### config.mk
export PLATFORM = sky130hd
export DESIGN_NAME = alarm_set_ctrl
export DESIGN_NICKNAME = d
export VERILOG_FILES = /design/src/rtl/alarm_pkg.sv /design/src/rtl/btn_debounce.sv /design/src/rtl/alarm_set_ctrl.sv
export SDC_FILE = /design/constraint.sdc
export NUM_CORES = 1
export LEC_CHECK = 0
export ABC_AREA = 1
export CORE_UTILIZATION = 50
export CTS_CLUSTER_SIZE = 20
export DETAILED_ROUTE_END_ITERATION = 8
export PLACE_DENSITY = 0.75
export SLEW_MARGIN = 0
export SYNTH_ARGS = -nofsm -noshare
export SYNTH_HDL_FRONTEND = slang
export SYNTH_SLANG_ARGS = --single-unit
### constraint.sdc
create_clock -name clk -period 2.66 [get_ports clk]
set_input_delay 0.399 -clock clk [delete_from_list [all_inputs] [get_ports clk]]
set_output_delay 0.399 -clock clk [all_outputs]
set_load 0.01 [all_outputs]
### src/rtl/alarm_pkg.sv
// Shared types and constants for the alarm-set controller.
package alarm_pkg;

  typedef enum logic [1:0] {
    IDLE  = 2'd0,
    SET_H = 2'd1,
    SET_M = 2'd2
  } state_t;

  localparam logic [4:0] MAX_HOURS         = 5'd23;
  localparam logic [5:0] MAX_MINUTES       = 6'd59;
  localparam logic [4:0] RST_ALARM_HOURS   = 5'd6;
  localparam logic [5:0] RST_ALARM_MINUTES = 6'd0;

  // Wrapping increments; anything at or past the limit lands on 0.
  function automatic logic [4:0] inc_hours(input logic [4:0] h);
    return (h >= MAX_HOURS) ? 5'd0 : h + 5'd1;
  endfunction

  function automatic logic [5:0] inc_minutes(input logic [5:0] m);
    return (m >= MAX_MINUTES) ? 6'd0 : m + 6'd1;
  endfunction

endpackage

### src/rtl/btn_debounce.sv
// Button conditioning: 2-flop synchronizer, counting debouncer, registered press pulse.
module btn_debounce #(
  parameter int unsigned DEBOUNCE_CYCLES = 4
) (
  input  logic clk,
  input  logic rst_n,
  input  logic i_btn,
  output logic o_level,
  output logic o_press
);

  localparam int unsigned CW = (DEBOUNCE_CYCLES < 2) ? 1 : $clog2(DEBOUNCE_CYCLES + 1);

  logic          r_sync1;
  logic          r_sync2;
  logic          r_level;
  logic          r_level_d;
  logic          r_press;
  logic [CW-1:0] r_cnt;

  always_ff @(posedge clk or negedge rst_n) begin
    if (!rst_n) begin
      r_sync1   <= 1'b0;
      r_sync2   <= 1'b0;
      r_level   <= 1'b0;
      r_level_d <= 1'b0;
      r_press   <= 1'b0;
      r_cnt     <= '0;
    end else begin
      r_sync1   <= i_btn;
      r_sync2   <= r_sync1;
      r_level_d <= r_level;
      r_press   <= r_level & ~r_level_d;
      // Any sample agreeing with the current level restarts the stability count.
      if (r_sync2 != r_level) begin
        if (r_cnt == CW'(DEBOUNCE_CYCLES - 1)) begin
          r_level <= r_sync2;
          r_cnt   <= '0;
        end else begin
          r_cnt <= r_cnt + 1'b1;
        end
      end else begin
        r_cnt <= '0;
      end
    end
  end

  assign o_level = r_level;
  assign o_press = r_press;

endmodule

### src/rtl/alarm_set_ctrl.sv
// Alarm time setting controller: mode/inc buttons edit a shadow time that is
// committed to the alarm registers on leaving SET_M, with auto-repeat and idle timeout.
module alarm_set_ctrl
  import alarm_pkg::*;
#(
  parameter int unsigned DEBOUNCE_CYCLES = 4,
  parameter int unsigned HOLD_CYCLES     = 16,
  parameter int unsigned REPEAT_CYCLES   = 4,
  parameter int unsigned TIMEOUT_CYCLES  = 1024
) (
  input  logic       clk,
  input  logic       rst_n,
  input  logic       btn_mode,
  input  logic       btn_inc,
  output logic [4:0] alarm_hours,
  output logic [5:0] alarm_minutes,
  output logic [4:0] edit_hours,
  output logic [5:0] edit_minutes,
  output logic [1:0] set_mode,
  output logic       commit
);

  localparam int unsigned HMAX = (HOLD_CYCLES > REPEAT_CYCLES) ? HOLD_CYCLES : REPEAT_CYCLES;
  localparam int unsigned HW   = $clog2(HMAX + 1);
  localparam int unsigned TW   = $clog2(TIMEOUT_CYCLES + 1);

  logic w_mode_press;
  logic w_unused_mode_level;
  logic w_inc_press;
  logic w_inc_level;
  logic w_in_set;
  logic w_rep_tick;
  logic w_inc_evt;
  logic w_timeout;

  state_t        r_state;
  logic [4:0]    r_alarm_h;
  logic [5:0]    r_alarm_m;
  logic [4:0]    r_edit_h;
  logic [5:0]    r_edit_m;
  logic          r_commit;
  logic          r_rep_armed;
  logic          r_rep_phase;
  logic [HW-1:0] r_rep_cnt;
  logic [TW-1:0] r_to_cnt;

  btn_debounce #(.DEBOUNCE_CYCLES(DEBOUNCE_CYCLES)) u_db_mode (
    .clk     (clk),
    .rst_n   (rst_n),
    .i_btn   (btn_mode),
    .o_level (w_unused_mode_level),
    .o_press (w_mode_press)
  );

  btn_debounce #(.DEBOUNCE_CYCLES(DEBOUNCE_CYCLES)) u_db_inc (
    .clk     (clk),
    .rst_n   (rst_n),
    .i_btn   (btn_inc),
    .o_level (w_inc_level),
    .o_press (w_inc_press)
  );

  always_comb begin
    w_in_set   = (r_state != IDLE);
    w_rep_tick = 1'b0;
    if (r_rep_armed && w_inc_level) begin
      w_rep_tick = r_rep_phase ? (r_rep_cnt == HW'(REPEAT_CYCLES - 1))
                               : (r_rep_cnt == HW'(HOLD_CYCLES - 1));
    end
    w_inc_evt = w_in_set && (w_inc_press || w_rep_tick);
    w_timeout = (r_to_cnt == TW'(TIMEOUT_CYCLES - 1));
  end

  always_ff @(posedge clk or negedge rst_n) begin
    if (!rst_n) begin
      r_state     <= IDLE;
      r_alarm_h   <= RST_ALARM_HOURS;
      r_alarm_m   <= RST_ALARM_MINUTES;
      r_edit_h    <= RST_ALARM_HOURS;
      r_edit_m    <= RST_ALARM_MINUTES;
      r_commit    <= 1'b0;
      r_rep_armed <= 1'b0;
      r_rep_phase <= 1'b0;
      r_rep_cnt   <= '0;
      r_to_cnt    <= '0;
    end else begin
      r_commit <= 1'b0;

      // Repeat is armed only by a press accepted in a set state; a level that
      // was already high when entering SET_H never starts repeating.
      if (!w_inc_level || !w_in_set || w_mode_press) begin
        r_rep_armed <= 1'b0;
        r_rep_phase <= 1'b0;
        r_rep_cnt   <= '0;
      end else if (w_inc_press) begin
        r_rep_armed <= 1'b1;
        r_rep_phase <= 1'b0;
        r_rep_cnt   <= '0;
      end else if (w_rep_tick) begin
        r_rep_phase <= 1'b1;
        r_rep_cnt   <= '0;
      end else if (r_rep_armed) begin
        r_rep_cnt <= r_rep_cnt + 1'b1;
      end

      if (!w_in_set || w_mode_press || w_inc_evt) begin
        r_to_cnt <= '0;
      end else begin
        r_to_cnt <= r_to_cnt + 1'b1;
      end

      case (r_state)
        IDLE: begin
          r_edit_h <= r_alarm_h;
          r_edit_m <= r_alarm_m;
          if (w_mode_press) r_state <= SET_H;
        end
        SET_H: begin
          if (w_mode_press) begin
            r_state <= SET_M;
          end else if (w_inc_evt) begin
            r_edit_h <= inc_hours(r_edit_h);
          end else if (w_timeout) begin
            r_state  <= IDLE;
            r_edit_h <= r_alarm_h;
            r_edit_m <= r_alarm_m;
          end
        end
        SET_M: begin
          if (w_mode_press) begin
            r_state   <= IDLE;
            r_alarm_h <= r_edit_h;
            r_alarm_m <= r_edit_m;
            r_commit  <= 1'b1;
          end else if (w_inc_evt) begin
            r_edit_m <= inc_minutes(r_edit_m);
          end else if (w_timeout) begin
            r_state  <= IDLE;
            r_edit_h <= r_alarm_h;
            r_edit_m <= r_alarm_m;
          end
        end
        default: r_state <= IDLE;
      endcase
    end
  end

  assign alarm_hours   = r_alarm_h;
  assign alarm_minutes = r_alarm_m;
  assign edit_hours    = r_edit_h;
  assign edit_minutes  = r_edit_m;
  assign set_mode      = r_state;
  assign commit        = r_commit;

endmodule
=== After elaboration in Yosys (flattened, before gate mapping) ===
Index checks and enable logic that the tools add are counted.
W data, S select, Z words.

* Register bits after elaboration: 59
* Output and inout bits: 25
* Logic and storage cells: 106

* $add $sub $neg: 6
* $lt $le $gt $ge: 2
* Eq/ne operators: 14
* Mux-type cells: 38
* Bitwise logic cells: 4
* Reductions and logical operators: 20

{| class="wikitable"
|+ Operators by type and width
! kind !! count
|-
| $mux W5 || 10
|-
| $mux W6 || 6
|-
| $pmux W6 S3 || 1
|-
| $pmux W5 S3 || 1
|-
| $mux W3 || 4
|-
| $add A11 B1 Y11 const B || 1
|-
| $eq A11 B10 Y1 const B || 1
|-
| $mux W11 || 1
|-
| $add A5 B1 Y5 const B || 2
|-
| $mux W2 || 5
|-
| $mux W1 || 9
|-
| $ne A2 B2 Y1 const B || 4
|-
| $reduce_and A4 Y1 || 2
|-
| $add A3 B1 Y3 const B || 2
|-
| $add A6 B1 Y6 const B || 1
|-
| $eq A3 B2 Y1 const B || 2
|-
| $ge A6 B6 Y1 const B || 1
|-
| $pmux W2 S3 || 1
|-
| $reduce_and A2 Y1 || 3
|-
| $reduce_bool A3 Y1 || 2
|-
| $eq A5 B2 Y1 const B || 1
|-
| $eq A5 B4 Y1 const B || 1
|-
| $ge A5 B5 Y1 const B || 1
|-
| $logic_or A1 B1 Y1 || 5
|-
| 11 further kinds || 17
|}

=== Logic depth before layout (Yosys ltp) ===
Gate-level depths: netlist of the first run.

* Depth after elaboration: 8
* Depth in mapped cells: 12

=== Cells and area by module ===
From an unflattened synthesis of the first run, not the netlist that was laid out.

* Cell total of the unflattened synthesis: 417
* Area total of the unflattened synthesis: 3245.6 µm²

{| class="wikitable"
|+ By module, submodules not included
! module !! instances !! cells each !! area an instance (µm²)
|-
| alarm_set_ctrl || 1 || 361 || 2665.1
|-
| btn_debounce || 2 || 28 || 290.3
|}

=== Worst setup path after synthesis of the first run ===
No wires, ideal clock.

* Path kind: register to register
* Start point: register r_state[1] (netlist: set_mode[1])
* End point: register r_edit_m[2] (netlist: edit_minutes[2])
* Arrival time: 1.598 ns
* Required time: 2.595 ns
* Slack: 0.997 ns
* Cell stages (with the launch flop): 12
* Period minus slack after synthesis: 1.663 ns
* Path through: dfrtp_1 > inv_1 > ha_1 > buf_2 > nor2_1 > inv_1 > a21oi_2 > o21ai_4 > buf_6 > nor2_2 > nand2_1 > nand2_1

* Word-level cells in the longest chain between the ends: 5
* Elaborated cells between the ends (all ways): 13
* Classes of those cells: eq/ne: 5; mux: 3; reduce/logical: 5

{| class="wikitable"
|+ Ends and longest elaborated chain
! item !! line !! source
|-
| from (decl) || alarm_set_ctrl.sv:36 || <nowiki>state_t r_state;</nowiki>
|-
| from (signal assigned) || alarm_set_ctrl.sv:76 || <nowiki>r_state <= IDLE;</nowiki>
|-
| from (signal assigned) || alarm_set_ctrl.sv:116 || <nowiki>if (w_mode_press) r_state <= SET_H;</nowiki>
|-
| from (signal assigned) || alarm_set_ctrl.sv:120 || <nowiki>r_state <= SET_M;</nowiki>
|-
| $reduce_bool A2 Y1 || alarm_set_ctrl.sv:64 || <nowiki>w_in_set = (r_state != IDLE);</nowiki>
|-
| $logic_and A1 B1 Y1 || alarm_set_ctrl.sv:70 || <nowiki>w_inc_evt = w_in_set && (w_inc_press || w_rep_tick);</nowiki>
|-
| $mux W6 || alarm_set_ctrl.sv:135 || <nowiki>end else if (w_inc_evt) begin</nowiki>
|-
| $mux W6 || alarm_set_ctrl.sv:130 || <nowiki>if (w_mode_press) begin</nowiki>
|-
| $pmux W6 S3 || alarm_set_ctrl.sv:112 || <nowiki>case (r_state)</nowiki>
|-
| to (signal assigned) || alarm_set_ctrl.sv:115 || <nowiki>r_edit_m <= r_alarm_m;</nowiki>
|-
| to (signal assigned) || alarm_set_ctrl.sv:136 || <nowiki>r_edit_m <= inc_minutes(r_edit_m);</nowiki>
|-
| to (signal assigned) || alarm_set_ctrl.sv:140 || <nowiki>r_edit_m <= r_alarm_m;</nowiki>
|-
| to (decl) || alarm_set_ctrl.sv:40 || <nowiki>logic [5:0] r_edit_m;</nowiki>
|}

Parallel ways exist; a longest one is shown, timed or not. The select of a mux whose other input is x is not followed.
A chain may end at the register's enable or synchronous reset.

=== Worst setup path after layout of the first run ===
* Start point: register r_state[0] (netlist: set_mode[0])
* End point: register r_alarm_h[2] (netlist: alarm_hours[2])

* Word-level cells in the longest chain between the ends: 2

{| class="wikitable"
|+ Ends and longest elaborated chain
! item !! line !! source
|-
| $eq A2 B2 Y1 || alarm_set_ctrl.sv:112 ||
|-
| $reduce_and A2 Y1 (no line) || n/a ||
|-
| to (signal assigned) || alarm_set_ctrl.sv:132 || <nowiki>r_alarm_h <= r_edit_h;</nowiki>
|-
| to (decl) || alarm_set_ctrl.sv:37 || <nowiki>logic [4:0] r_alarm_h;</nowiki>
|}

No other way between the ends.

==> reports/metrics.csv, run 1 <==
stage;metric;value;unit
worst_hold_path;holdCritPathClass;primary input to async pin;
finish;diodes;0;
drt;drt-total-wl;7190;um
finish;fill_cells;553;
synthesis;syn_area;3310;um2
synthesis;synth_flop_cell;dfrtp_1;
critical_path;worstRegToRegCells;4;
synthesis;syn_nets;449;
floorplanning;die-area;6950;um2
power_and_ir_drop;total_power;0.00455;W
sta;max_freq;478;MHz
critical_path;reg2reg_setup_slack;0.57;ns
global_routing;overflow;0;
placed_design;dp_cells;533;
critical_path;cp-end-kind;flop;
finish;seq_area;1480;um2
clocking;path_clk_slew;0.08;ns
drt;drc;0;
sta;rsz0062_at_grt;no;
drt;drt_iter0_markers;173;
run;maxCapViolations;0;
synthesis;synth_largest_area_cell;dfrtp_1;
critical_path;critical_path_class;flop to flop;
finish;drive_gt1_frac;0.0975;
synthesis;synth_mux_area_frac;0;
clocking;clockRootBuffer;clkbuf_8;
clocking;cts_tree;yes;
clocking;cts_max_path_buffers;2;
global_routing;grt_first_pass_wirelength;13000;um
critical_path;crit_arrival;2.34;ns
clocking;cts-buffers-inserted;9;
critical_path;r2r_end;alarm_hours[2];
synthesis;synth-simple-area-share;0.363;
synthesis;synth_commonest_cells;nand2_1 (119), dfrtp_1 (55), inv_1 (52), nand3_1 (51), nor2_1 (49);
sta;fin_crit;2.09;ns
synthesis;ys_warn_count;0;
sta;min_period_over_period;0.787;
finish;instances_no_fill;549;
sta;hold_ws;-0.00658;ns
drt;wl_per_cell;13.1;um
sta;worstMarginPinSlew;0.731;ns
outcome;violations;negative hold slack;
synthesis;async_flop_share;1.00;
finish;fin_nets;481;
synthesis;ys_types;32;
synthesis;synthCells;435;
synthesis;synthXorXnorAreaFrac;0.0159;
sta;hold_violations;7;
clocking;cts_htree_levels;3;
power_and_ir_drop;vdd_drop_max;0.700;mV
sta;slew_viol_final;0;
outcome;status;finished with violations;
floorplanning;die_y;83.4;um
clocking;post_cts_buffers;0;
global_routing;grt_pass1_vias;2788;
drt;firstDrtPassIters;5;
floorplanning;core_area;6390;um2
global_routing;grt_max_degree;24;
critical_path;worstSetupStartpointType;flop;
synthesis;synth-seq-area-share;0.447;
floorplanning;dieWidth;83.4;um
power_and_ir_drop;p_per_area;1180;nW/um2
finish;final_area;3870;um2
drt;via_count;2852;
critical_path;required;2.91;ns
finish;multi_input_area;1570;um2
placed_design;globalplace.congestion;0.834;
synthesis;synth_enable_flop_cells;0;
global_routing;antenna_found_initial;0;
floorplanning;start_util;0.519;
global_routing;track_usage;0.238;
drt;via_per_inst;5.19;
sta;skew;0.00742;ns
synthesis;synth_compound_area_frac;0.0578;
critical_path;cp_max_fo;23;
clocking;clkLatencyLatePin;0.35;ns
placed_design;portBuffers;28;
drt;drtAntennaViolNets;0;
floorplanning;rows;29;
sta;setup_viol;0;
placed_design;dp_hpwl;5090;um
synthesis;ys_ff_latch;59;
sta;worst_slack;0.568;ns
finish;syn2layout_area_growth;16.7;%
placed_design;dp_slack;0.605;ns
critical_path;r2r-start;set_mode[0];
clocking;cts_resized;0;
power_and_ir_drop;power_leakage;1.87;nW
clocking;clock-sinks;59;
synthesis;synth_most_common_cell;nand2_1;
sta;slew_headroom;0.512;
placed_design;placed_cell_area;3660;um2
synthesis;ys_top_cells_by_area;dfrtp_1 (42%), nand2_1 (13%), nand3_1 (7.7%);
sta;fin_setup_tns;0;ns
synthesis;synth_fa_ha_area_frac;0.0378;
synthesis;synth_top_area_frac;0.416;
synthesis;synth_top_family_by_area;simple AND/OR/NAND/NOR gates;
floorplanning;num_io_pins;29;
synthesis;syn_area_per_cell;7.61;um2
clocking;ctsHoldBuffers;0;
## worst max-delay path by stage
stage                startpoint               end  slack [ns]  cells after the start
floorplan           set_mode[1]   edit_minutes[2]         1.0                     11
global placement    set_mode[0]  alarm_minutes[1]        0.76                      5
detailed placement  set_mode[0]    alarm_hours[2]        0.60                      4
CTS                 set_mode[0]    alarm_hours[2]        0.59                      4
global route        set_mode[0]    alarm_hours[2]        0.36                      4
finish              set_mode[0]    alarm_hours[2]        0.57                      4
## cell families after synthesis
logic type                 count (synthesis)
AOI/OAI and AO/OA                         33
xor gates and xnor gates                   6
adders and majority gates                 10
buffers and inverters                     65
DFF                                       59
and+or+nand+nor                          262
## cells in the final DEF (no fill, tap or decap)
cell             instances
nand2_4                  1
a21oi_2                  1
or2_2                    1
nand2_2                  2
inv_6                    4
clkdlybuf4s50_1         27
nor2_1                  49
dfrtp_1                 55
clkinvlp_4               1
nor3_2                   1
bufinv_16                1
nor2_2                   7
nand4_1                 17
clkinv_4                 1
inv_1                   52
dfstp_2                  4
nor3b_2                  1
ha_1                    10
buf_4                    5
a21oi_4                  1
and3_1                   2
inv_2                    1
nor3_1                   4
o21ai_4                  1
nand3b_1                 1
buf_2                    1
a21oi_1                 13
o21ai_0                 17
nor3b_1                  3
clkbuf_8                 9
xnor2_1                  3
nand2_8                  2
nand3_1                 51
xor2_1                   3
nor2_4                   1
nand2_1                119
## worst max-delay path, stage by stage, from the launching register on
cell and delay, ns:
dfrtp_1 0.44, inv_1 0.10, ha_1 0.49, nand2_1 0.56, o21ai_0 0.39
## sequential cells by signal (all words and copies together), names as in the netlist, 2 cells and up
register,cells
r_to_cnt,11
edit_hours,5
set_mode,2
alarm_hours,5
u_db_mode.r_cnt,3
r_rep_cnt,5
edit_minutes,6
u_db_inc.r_cnt,3
alarm_minutes,6
## cell type report
type	count	share of cell area
clock buffers	9	0.0320
clock inverters	7	0.0210
inverters	53	0.0515
multi-input cells	311	0.406
flip-flops and latches	59	0.383
well taps	77	0.0249
repair buffers	33	0.0809
## stage by stage
| step | hold WS, ns | util |
|---|---|---|
| floorplan | 0.103 | - |
| global placement | 0.332 | 0.573 |
| detailed placement | 0.335 | 0.573 |
| CTS | 0.00272 | 0.605 |
| global route | 0.0211 | 0.605 |
| finish | -0.00658 | 0.605 |
## where the power goes
group	switching, W	internal (W)
Combinational	0.00136	0.000874
Clock	0.000402	0.000446
Sequential	0.000274	0.00119
Total	0.00204	0.00251
## per-layer routing
metal | up-vias | part of all wire | track usage
met4 | 0 | 0.017 | 0.118
met1 | 1318 | 0.46 | 0.327
met3 | 12 | 0.047 | 0.0547
met5 | - | 0 | 0
met2 | 62 | 0.47 | 0.355
li1 | 1460 | - | -
(Power assumes the default switching activity.)
==> inputs of run 2 (changes only) <==
--- a/config.mk
+++ b/config.mk
@@ -9,7 +9,7 @@
 export CORE_UTILIZATION = 50
 export CTS_CLUSTER_SIZE = 20
 export DETAILED_ROUTE_END_ITERATION = 8
-export PLACE_DENSITY = 0.75
+export PLACE_DENSITY = 0.77
 export SLEW_MARGIN = 0
 export SYNTH_ARGS = -nofsm -noshare
 export SYNTH_HDL_FRONTEND = slang
==> constraint.sdc (replaced) <==
create_clock -name clk -period 1.75 [get_ports clk]
set_input_delay 0.2625 -clock clk [delete_from_list [all_inputs] [get_ports clk]]
set_output_delay 0.2625 -clock clk [all_outputs]
set_load 0.01 [all_outputs]
==> run 2 against run 1 <==
Against the previous run: the flow now finishes without violations; power up 69%; largest power group unchanged; first-iteration DRC count rose by 3.5%; wire length increased by 7.5%; combinational power is 79% higher; hold slack better by 0.35 ns; flip-flop and latch count is the same; cell count up 5.1%; worst setup slack worse by 0.52 ns.
==> reports/metrics.csv, run 2 (same netlist as run 1, synthesis figures left out) <==
stage;metric;value;unit;change
sta;fin_crit;1.70;ns;
sta;fin_setup_tns;0;ns;unchanged
critical_path;critPathBufInv;1;;unchanged
floorplanning;start_util;0.519;;unchanged
global_routing;track_usage;0.224;;-0.0147
run;maxCapViolations;0;;unchanged
sta;skew;0.00883;ns;+0.00141 ns
placed_design;dp_hpwl;4940;um;-2.9%
global_routing;overflow;0;;unchanged
clocking;cts_max_path_buffers;2;;unchanged
clocking;clkLatencyLatePin;0.35;ns;about the same
clocking;clockRootBuffer;clkbuf_8;;
critical_path;slowest_delay;0.56;ns;about the same
finish;most-common-layout-cells;nand2_1 (116), dfrtp_1 (55), inv_1 (52);;
finish;fin_nets;509;;+5.8%
drt;drt_iter0_markers;179;;+3.5%
critical_path;slowest_stage;dfstp_2;;
clocking;path_clk_slew;0.07;ns;about the same
critical_path;critical_path_class;flop to output port;;
drt;via_count;3098;;+8.6%
drt;via_per_inst;5.37;;+3.4%
finish;largest_reg_flops;11;;unchanged
sta;hold_ws;0.346;ns;+0.353 ns
clocking;clock-sinks;59;;unchanged
power_and_ir_drop;vdd_drop_max;1.10;mV;+57%
drt;firstDrtPassIters;5;;unchanged
sta;slew_headroom;0.641;;+0.128
floorplanning;core_area;6390;um2;unchanged
clocking;cts_tree;yes;;
clocking;cts-buffers-inserted;9;;unchanged
critical_path;cp-end-kind;output port;;
global_routing;grt_max_degree;38;;+58%
critical_path;worstRegToRegCells;11;;+7
critical_path;worstPathCellList;clkdlybuf4s50_1;;
finish;syn2layout_area_growth;27.7;%;
global_routing;grt_pass1_vias;2839;;+1.8%
finish;drive_gt1_frac;0.170;;+0.0725
critical_path;cp_num_cells;1;;-3
sta;setup_viol;0;;unchanged
critical_path;reg2reg_setup_slack;0.06;ns;-0.51 ns
sta;worst_slack;0.0496;ns;-0.518 ns
sta;hold_violations;0;;-7
sta;max_freq;588;MHz;
power_and_ir_drop;power_leakage;2.08;nW;+11%
finish;final_common_cell;nand2_1;;
floorplanning;die_y;83.4;um;unchanged
critical_path;worstSetupStartpointType;flop;;
outcome;status;finished, final reports clean;;
clocking;cts_htree_levels;3;;unchanged
sta;slew_viol_final;0;;unchanged
finish;regMostFlops;r_to_cnt;;
global_routing;use_met2;0.366;;+0.0104
finish;fill_cells;515;;-6.9%
floorplanning;num_io_pins;29;;unchanged
placed_design;dp_slack;-0.00221;ns;-0.607 ns
power_and_ir_drop;p_per_area;1820;nW/um2;+55%
floorplanning;rows;29;;unchanged
global_routing;antenna_found_initial;0;;unchanged
finish;diodes;0;;unchanged
finish;final_area;4230;um2;+9.4%
critical_path;cp_top_family;flip-flops;;
drt;drt-total-wl;7730;um;+7.5%
sta;min_period_over_period;0.972;;
worst_hold_path;holdCritPathClass;flop to flop;;
placed_design;placed_cell_area;3770;um2;+2.9%
drt;wl_per_cell;13.4;um;+2.3%
worst_hold_path;holdPathStages;0;;
global_routing;grt_first_pass_wirelength;12500;um;-3.9%
drt;drc;0;;unchanged
floorplanning;die-area;6950;um2;unchanged
critical_path;cp_max_fo;4;;-83%
global_routing;grt.met1_usage;0.292;;-0.0346
floorplanning;dieWidth;83.4;um;unchanged
global_routing;grt_use_met3;0.0606;;+0.00596
critical_path;required;1.49;ns;-1.42 ns
sta;worstMarginPinSlew;0.539;ns;-0.192 ns
placed_design;globalplace.congestion;0.848;;+1.6%
drt;drtAntennaViolNets;0;;unchanged
placed_design;portBuffers;28;;unchanged
global_routing;busiest_layer;met2;;
critical_path;crit_arrival;1.44;ns;-0.90 ns
run 2: layout make-up:
class | count | area (um2) | share of cell area
multi-input cells | 311 | 1620 | 0.382
flip-flops and latches | 59 | 1480 | 0.350
repair buffers | 61 | 597 | 0.141
inverters | 53 | 201 | 0.0476
clock buffers | 11 | 151 | 0.0358
well taps | 77 | 96.3 | 0.0228
clock inverters | 5 | 85.1 | 0.0201
run 2: timing repair:
| action | 4_1_cts | 5_1_grt |
|---|---|---|
| endpoints found under the setup margin | 8 | 30 |
| gates cloned | 0 | 2 |
| pin swaps | 1 | 9 |
| setup buffers | 1 | 15 |
| hold endpoints to repair | 18 | 0 |
| resized for setup | 3 | 17 |
| hold buffers | 1 | 0 |
run 2: worst paths after layout:
kind	from	endpoint
max in group asynchronous	rst_n	r_to_cnt[3]
worst max-delay path	alarm_hours[2]	alarm_hours[2]
worst min-delay path	u_db_inc.r_sync1	u_db_inc.r_sync2
min in group asynchronous	rst_n	commit
worst min register to register	u_db_inc.r_sync1	u_db_inc.r_sync2
worst max register to register	r_to_cnt[0]	edit_hours[0]
run 2: stage by stage:
step / util / std cells / power, W
6_report: 0.662 / 577 / 0.00769
5_1_grt: 0.662 / 577 / 0.00828
4_1_cts: 0.631 / 560 / 0.00732
3_5_place_dp: 0.590 / 542 / 0.00575
3_3_place_gp: 0.590 / 542 / 0.00566
2_1_floorplan: - / 435 / 0.00458
run 2: where the power goes:
| part | internal [W] | switching (W) |
|---|---|---|
| clock network | 0.000884 | 0.000581 |
| logic | 0.00176 | 0.00226 |
| registers | 0.00180 | 0.000406 |
| total | 0.00444 | 0.00325 |
run 2: worst register-to-register path: stages, from the launching register on:
cell and delay, ns:
dfrtp_1 0.37, ha_2 0.20, nand2_2 0.07, nor2_4 0.19
buf_2 0.22, nand4_1 0.15, nand2_1 0.10, nand2_1 0.05
nand3_1 0.06, nand3_1 0.07, nand2_1 0.08, nand2_1 0.04
run 2: metal layers:
layer | part of all wire | vias up
met5 | 0 | -
met4 | 0.012 | 0
met3 | 0.063 | 15
met2 | 0.49 | 116
met1 | 0.43 | 1446
li1 | - | 1521
==> inputs of run 3 (changes only) <==
--- a/config.mk
+++ b/config.mk
@@ -6,6 +6,7 @@
 export NUM_CORES = 1
 export LEC_CHECK = 0
 export ABC_AREA = 1
+export CAP_MARGIN = 20
 export CORE_UTILIZATION = 50
 export CTS_CLUSTER_SIZE = 20
 export DETAILED_ROUTE_END_ITERATION = 8
==> constraint.sdc (replaced) <==
create_clock -name clk -period 1.75 [get_ports clk]
set_input_delay 0.2625 -clock clk [delete_from_list [all_inputs] [get_ports clk]]
set_output_delay 0.2625 -clock clk [all_outputs]
set_load 0.02 [all_outputs]
==> run 3 against run 2 <==
Against the previous run: utilization is 0.25 points lower; flip-flop and latch count stayed put; design area is 0.38% lower; combinational power is 3% higher; worst setup slack better by 0.013 ns; die area stayed put; sequential power hardly changed; non-clock buffer count is 1 lower; power is 1.4% higher; via count is 1.8% lower; global-route usage hardly changed; clock power hardly changed; critical endpoint is now edit_minutes[0]; largest cell class unchanged.
==> reports/metrics.csv, run 3 (same netlist as run 1, synthesis figures left out) <==
stage;metric;value;unit;change
outcome;status;finished, final reports clean;;
sta;slew_viol_final;0;;unchanged
clocking;clkLatencyLatePin;0.34;ns;about the same
drt;wl_per_cell;13.1;um;-2.6%
global_routing;track_usage;0.224;;about the same
sta;setup_viol;0;;unchanged
placed_design;dp_hpwl;4940;um;unchanged
power_and_ir_drop;power_leakage;2.07;nW;-0.36%
critical_path;reg2reg_setup_slack;0.06;ns;about the same
floorplanning;core_area;6390;um2;unchanged
placed_design;portBuffers;28;;unchanged
drt;drc;0;;unchanged
critical_path;cp_top_family;simple AND/OR/NAND/NOR gates;;
drt;drt_iter0_markers;188;;+5.0%
floorplanning;start_util;0.519;;unchanged
critical_path;critPathBufInv;1;;unchanged
drt;via_per_inst;5.28;;-1.6%
clocking;cts_max_path_buffers;2;;unchanged
sta;hold_violations;0;;unchanged
global_routing;grt_max_degree;38;;unchanged
critical_path;cp_max_fo;8;;+4
drt;firstDrtPassIters;5;;unchanged
critical_path;worstPathCellList;ha_2 -> nand2_2 -> nor2_4 -> nand2_4 -> nand2_8 -> nand2_8 -> o21ai_4 -> buf_12 -> nor2_1 -> nand2_1 -> nand2_1;;
sta;max_freq;593;MHz;+0.79%
finish;final_area;4210;um2;-0.38%
floorplanning;die-area;6950;um2;unchanged
critical_path;r2r-start;r_rep_cnt[1];;
power_and_ir_drop;p_per_area;1850;nW/um2;+1.8%
critical_path;worstSetupStartpointType;flop;;
critical_path;critical_path_class;flop to flop;;
clocking;clockRootBuffer;clkbuf_8;;
finish;regMostFlops;r_to_cnt;;
sta;fin_crit;1.69;ns;-0.0133 ns
worst_hold_path;holdPathStages;0;;unchanged
global_routing;grt_pass1_vias;2839;;unchanged
drt;drtAntennaViolNets;0;;unchanged
floorplanning;rows;29;;unchanged
finish;drive_gt1_frac;0.166;;-0.00367
clocking;cts-buffers-inserted;9;;unchanged
critical_path;crit_arrival;1.92;ns;+0.48 ns
placed_design;globalplace.congestion;0.848;;unchanged
critical_path;cp-end-kind;flop;;
sta;worstMarginPinSlew;0.545;ns;+0.00604 ns
finish;largest_reg_flops;11;;unchanged
drt;drt-total-wl;7520;um;-2.7%
sta;fin_setup_tns;0;ns;unchanged
global_routing;grt_first_pass_wirelength;12500;um;about the same
worst_hold_path;holdCritPathClass;flop to flop;;
critical_path;slowest_delay;0.38;ns;-0.18 ns
clocking;path_clk_slew;0.07;ns;about the same
finish;fin_nets;508;;-0.20%
drt;via_count;3042;;-1.8%
global_routing;overflow;0;;unchanged
worst_hold_path;hold_path_end;u_db_inc.r_sync2;;
critical_path;crit_start;r_rep_cnt[1];;
finish;diodes;0;;unchanged
placed_design;placed_cell_area;3770;um2;unchanged
clocking;clock-sinks;59;;unchanged
finish;syn2layout_area_growth;27.2;%;
sta;skew;0.00701;ns;-0.00182 ns
floorplanning;die_y;83.4;um;unchanged
global_routing;antenna_found_initial;0;;unchanged
critical_path;slowest_stage;dfrtp_1;;
finish;most-common-layout-cells;nand2_1 (116), dfrtp_1 (55), inv_1 (52);;
clocking;cts_tree;yes;;
run;maxCapViolations;0;;unchanged
sta;min_period_over_period;0.964;;-0.00758
finish;final_common_cell;nand2_1;;
critical_path;required;1.98;ns;+0.49 ns
critical_path;worstRegToRegCells;11;;unchanged
power_and_ir_drop;total_power;0.00780;W;+1.4%
floorplanning;dieWidth;83.4;um;unchanged
sta;slew_headroom;0.637;;-0.00402
critical_path;r2r_end;edit_minutes[0];;
power_and_ir_drop;vdd_drop_max;1.12;mV;+1.8%
worst_hold_path;hp-start;u_db_inc.r_sync1;;
clocking;cts_htree_levels;3;;unchanged
floorplanning;num_io_pins;29;;unchanged
## run 3: changes by cell type in the layout (fill, tap and decap cells not counted), sizes merged
| cell | change |
|---|---|
| buf | -1 |
| clkdlybuf4s50 | -2 |
| dlygate4sd2 | +3 |
| dlymetal6s2s | -1 |
## run 3: worst max-delay path by stage
stage | to | slack [ns] | cells past startpoint
after floorplan | edit_minutes[2] | 0.002 | 11
after global placement | r_rep_cnt[2] | 0.05 | 9
after detailed placement | edit_minutes[0] | -0.002 | 8
after CTS | r_to_cnt[2] | 0.006 | 6
after global routing | edit_minutes[4] | -0.02 | 11
final | edit_minutes[0] | 0.06 | 11
## run 3: area by class of cell
class	count	area (um2)
clock buffer	11	151
clock inverter	5	85.1
fill	510	2170
inverter	53	201
multi-input combinational	311	1610
sequential	59	1480
tap	77	96.3
timing repair buffer	60	583
## run 3: stage by stage
step,cells,hold slack [ns],worst slack [ns],util
after floorplan,435,-0.0331,0.00217,-
after global placement,542,0.269,0.0520,0.590
after detailed placement,542,0.274,-0.00221,0.590
after CTS,560,0.342,0.00570,0.631
after global routing,576,0.361,-0.0243,0.660
final,576,0.348,0.0628,0.660
## run 3: power by group
part           switching [W]  internal (W)  leakage (nW)
clock network       0.000580      0.000884         0.116
logic                0.00241       0.00172          1.19
registers           0.000401       0.00180         0.763
total                0.00339       0.00441          2.07
## run 3: routing by layer
layer,wire [um],up-vias,GRT usage
li1,-,1517,-
met1,3420,1427,0.292
met2,3700,86,0.367
met3,317,12,0.0606
met4,83,0,0.0627
met5,0,-,0
## run 3: repair_timing
| action | 4_1_cts | 5_1_grt |
|---|---|---|
| endpoints found under the setup margin | 11 | 29 |
| hold endpoints to repair | 18 | 0 |
| gates resized for setup | 6 | 15 |
| hold buffers | 1 | 0 |
| pin swaps | 1 | 9 |
| setup buffers | 1 | 14 |
| gates cloned | 0 | 2 |
